File: src/rtl/dap_sram_arbiter.sv
// Access scheduler for the DAP coefficient/delay SRAM: arbitrates datapath reads against
// loader writes, with write-starvation protection and a full-array clear sweep.
module dap_sram_arbiter #(
  parameter int unsigned       ADDR_W   = 7,
  parameter int unsigned       DATA_W   = 12,
  parameter int unsigned       DEPTH    = 128,
  parameter int unsigned       MAX_WAIT = 4,
  parameter logic [DATA_W-1:0] CLR_VAL  = '0
) (
  input  logic              clk,
  input  logic              rst_n,
  input  logic              rd_req,
  input  logic [ADDR_W-1:0] rd_addr,
  output logic              rd_gnt,
  output logic              rd_valid,
  output logic [DATA_W-1:0] rd_data,
  input  logic              wr_req,
  input  logic [ADDR_W-1:0] wr_addr,
  input  logic [DATA_W-1:0] wr_data,
  output logic              wr_gnt,
  input  logic              clr_start,
  output logic              busy,
  output logic              clr_done,
  output logic [ADDR_W-1:0] sram_a,
  output logic [DATA_W-1:0] sram_i,
  input  logic [DATA_W-1:0] sram_o,
  output logic              sram_csb,
  output logic              sram_web,
  output logic              sram_oeb
);

  localparam int unsigned WAIT_W = $clog2(MAX_WAIT + 1);

  typedef enum logic [0:0] {StRun, StClear} state_e;

  state_e            state_q;
  logic [WAIT_W-1:0] wait_q;
  logic [ADDR_W-1:0] ptr_q;
  logic              force_wr;
  logic              grant_rd;
  logic              grant_wr;

  // SRAM output latches its word until the next read, so no local capture is needed.
  assign rd_data = sram_o;

  always_comb begin
    force_wr = (wait_q == WAIT_W'(MAX_WAIT));
    grant_rd = 1'b0;
    grant_wr = 1'b0;
    // A clear request on the same edge suppresses any grant.
    if (state_q == StRun && !clr_start) begin
      if (rd_req && !(wr_req && force_wr)) begin
        grant_rd = 1'b1;
      end else if (wr_req) begin
        grant_wr = 1'b1;
      end
    end
  end

  always_ff @(posedge clk or negedge rst_n) begin
    if (!rst_n) begin
      state_q  <= StRun;
      wait_q   <= '0;
      ptr_q    <= '0;
      rd_gnt   <= 1'b0;
      wr_gnt   <= 1'b0;
      rd_valid <= 1'b0;
      busy     <= 1'b0;
      clr_done <= 1'b0;
      sram_csb <= 1'b1;
      sram_web <= 1'b1;
      sram_oeb <= 1'b1;
      sram_a   <= '0;
      sram_i   <= '0;
    end else begin
      rd_gnt   <= grant_rd;
      wr_gnt   <= grant_wr;
      rd_valid <= rd_gnt;
      clr_done <= 1'b0;
      sram_csb <= 1'b1;
      sram_web <= 1'b1;
      sram_oeb <= 1'b1;

      if (grant_rd) begin
        sram_csb <= 1'b0;
        sram_oeb <= 1'b0;
        sram_a   <= rd_addr;
      end else if (grant_wr) begin
        sram_csb <= 1'b0;
        sram_web <= 1'b0;
        sram_a   <= wr_addr;
        sram_i   <= wr_data;
      end

      if (wr_req && !grant_wr) begin
        if (!force_wr) begin
          wait_q <= wait_q + WAIT_W'(1);
        end
      end else begin
        wait_q <= '0;
      end

      unique case (state_q)
        StRun: begin
          if (clr_start) begin
            state_q <= StClear;
            busy    <= 1'b1;
            ptr_q   <= '0;
          end
        end
        StClear: begin
          sram_csb <= 1'b0;
          sram_web <= 1'b0;
          sram_a   <= ptr_q;
          sram_i   <= CLR_VAL;
          ptr_q    <= ptr_q + ADDR_W'(1);
          if (ptr_q == ADDR_W'(DEPTH - 1)) begin
            state_q  <= StRun;
            busy     <= 1'b0;
            clr_done <= 1'b1;
          end
        end
        default: state_q <= StRun;
      endcase
    end
  end

endmodule

File: config.mk
export PLATFORM = sky130hd
export DESIGN_NAME = dap_sram_arbiter
export DESIGN_NICKNAME = d
export VERILOG_FILES = /design/src/rtl/dap_sram_arbiter.sv
export SDC_FILE = /design/constraint.sdc
export NUM_CORES = 1
export LEC_CHECK = 0
export CAP_MARGIN = 25
export CORE_UTILIZATION = 43
export CTS_BUF_LIST = sky130_fd_sc_hd__clkbuf_8
export CTS_CLUSTER_DIAMETER = 30
export DETAILED_ROUTE_END_ITERATION = 12
export PLACE_DENSITY_LB_ADDON = 0.15
export SLEW_MARGIN = 20
export SYNTH_ARGS = -nofsm -noshare
export SYNTH_HDL_FRONTEND = slang
export SYNTH_SLANG_ARGS = --single-unit
export TNS_END_PERCENT = 1
File: constraint.sdc
create_clock -name clk -period 2.25 [get_ports clk]
set_clock_uncertainty 0.2 [all_clocks]
set_input_delay 0.45 -clock clk [delete_from_list [all_inputs] [get_ports clk]]
set_output_delay 0.45 -clock clk [all_outputs]
set_load 0.005 [all_outputs]
==> impl_metrics.tcl <==
set metrics [dict create \
    r2r-start "state_q" \
    finalSetupViolCount 0 \
    hold_viol 0 \
    endpoint_kind "register" \
    yosysUniqueCellTypes 44 \
    worst-path-buf-inv 2 \
    yosysTopAreaCellShare 0.464 \
    yosysTopAreaCell "dfrtp_1" \
    crit_chain "clkdlybuf4s50_1 -> a21bo_2 -> nand2_4 -> inv_1 -> a221o_1" \
    die_width_um 68.3 \
    nets 266 \
    ys_top_cells_by_area "dfrtp_1 46%, buf_4 4.8%, mux2_4 4.8%" \
    cts_resized 0 \
    clk_pin_slew_worst_paths_ns 0.08 \
    power.density_nw_per_um2 814 \
    critPathTopFamily "buffers and inverters" \
    antenna_left 0 \
    worst-endpoint-required_ns 2.22 \
    fin_ws_ns 0.279 \
    drc 0 \
    initial_core_util 0.459 \
    first_pass_iters 4 \
    area_delta_synth_final_pct 33.9 \
    cts_sinks 38 \
    final_util 0.615 \
    cp-start-kind "input pin" \
    htreeDepth 2 \
    cts_setup_buffers 0 \
    dr_total_vias 1466 \
    ys_top_cells_by_count "35 x dfrtp_1, 12 x buf_4, 10 x o21ai_0" \
    gr-total-overflow 0 \
    syn_avg_cell_area_um2 11.3 \
    postCtsHoldBufs 0 \
    io_pins 82 \
    async_reset_ff_frac 1.00 \
    fin_crit_sh 0.876 \
    fin_cells 271 \
    rr_worst_depth 3 \
    whs_ns 0.0507 \
    worstSkewPairLatency_ns 0.29 \
    grt_pass1_wl_mm 6.76 \
    final_area_um2 2530 \
    dp_hpwl_mm 3.39 \
    ys.flop_type "dfrtp_1" \
    synthCells 167 \
    place_ws_ns -0.0229 \
    p_total_mw 2.06 \
    wl_per_cell_um 16.6 \
    ir_drop_mv 0.269 \
    die_area_um2 4660 \
    antennaDiodeCount 0 \
    yosysWarnings 0 \
    synth_edf_count 0 \
    period_needed_ns 1.97 \
    worstPathArrival_ns 1.94 \
    place_inst 263 \
    cp_max_fo 14 \
    avgViaCountPerCell 5.41 \
    leakagePower_nw 1.10 \
    grt_max_degree 39 \
    tightestPinTransition_ns 0.821 \
    max_freq_ghz 0.507 \
    post_dp_cell_area_um2 2450 \
    maxSlewViolCount 0 \
    grt_use_total 0.203 \
    syn_nets 213 \
    rsz0062_at_grt "false" \
    cts_buffers 5 \
    core_um2 4120 \
    status "finished clean" \
    dr.first_iter.drc_count 44 \
    cpPeakStageDelay_ns 0.59 \
    r2r_end "busy" \
    slowest_stage "clkdlybuf4s50_1" \
    drv_cap 0 \
    finalWeightedCongestion 0.756 \
    cts-root-buf "clkbuf_8" \
    worstHoldPathType "input pin to asynchronous set/reset pin" \
    setup_tns_ns 0 \
    slew_headroom 0.453 \
    drive_above_1_share 0.181 \
    yosysSeqAreaShare 0.505 \
    io_buffers 57 \
    antenna_found_initial 0 \
    crit_type "input pin to register" \
    first_global_vias 1411 \
    syn_area_um2 1890 \
    cts_buffer_depth 2 \
    cts_tree "done" \
    ys_seq_elements 38 \
    finalWirelength_mm 4.50 \
    num_rows 23 \
    r2r_setup_slack_ns 0.36 \
    chipHeight_um 68.3 \
    yosysMostFrequentCell "dfrtp_1" \
]
## worst max path at each step
stage	start	end	slack (ns)	cells past startpoint
after floorplan	rd_req	sram_i[10]	0.54	5
after global routing	state_q	busy	0.21	3
after detailed placement	rd_req	sram_a[0]	-0.02	5
after global placement	rd_req	sram_a[0]	0.04	5
after CTS	rd_req	sram_a[0]	0.28	5
final	rd_req	sram_a[0]	0.28	5
## per-layer routing
layer | vias to the layer above | global-route usage | wire length, um
li1 | 693 | - | -
met1 | 703 | 0.251 | 1860
met2 | 59 | 0.333 | 2290
met3 | 11 | 0.0600 | 270
met4 | 0 | 0.0703 | 68
met5 | - | 0 | 0
## report_power, final
group | internal [mW] | switching, mW
sequential | 0.836 | 0.140
clock | 0.210 | 0.230
combinational | 0.387 | 0.257
total | 1.43 | 0.627
## final cells by class
class	instances	area (um2)
clock buffer	5	68.8
inverter	6	22.5
fill	333	1590
sequential	38	955
timing repair buffer	65	626
clock inverter	3	13.8
tap	50	62.6
multi-input combinational	104	782
## flip-flops by register name, indices dropped and copies added, names as in the netlist
register / flops
busy: 1
state_q: 1
sram_oeb: 1
rd_gnt: 1
sram_csb: 1
clr_done: 1
sram_i: 12
wait_q: 3
ptr_q: 7
wr_gnt: 1
sram_a: 7
sram_web: 1
rd_valid: 1
## cells in the final DEF, fill, tap and decap left out, types with 4 or more instances in the layout
| master | synthesis | routed |
|---|---|---|
| nor2b_1 | 9 | 9 |
| clkdlybuf4s50_1 | 0 | 56 |
| nand2b_1 | 7 | 7 |
| a21oi_1 | 7 | 7 |
| a311oi_1 | 4 | 4 |
| nand2_1 | 5 | 5 |
| nand3_1 | 6 | 6 |
| buf_4 | 12 | 8 |
| dfrtp_1 | 35 | 35 |
| nor2_1 | 6 | 6 |
| o21ai_0 | 10 | 10 |
| inv_1 | 6 | 7 |
| o31ai_1 | 5 | 5 |
| clkbuf_8 | 0 | 5 |
| mux2_2 | 5 | 5 |
| mux2_4 | 6 | 6 |
## cells by family (layout without fill, tap and decap cells)
group / Yosys count / after routing / synth area share
AO/OA/AOI/OAI: 40 / 40 / 0.152
XOR/XNOR: 3 / 3 / 0.0139
adder cells (fa/ha/maj): 3 / 3 / 0.0199
buffers and inverters: 25 / 79 / 0.0808
flip-flops: 38 / 38 / 0.505
multiplexers: 11 / 11 / 0.0775
AND/OR/NAND/NOR: 47 / 47 / 0.151
Note: power is estimated with default switching activity, not from simulation.
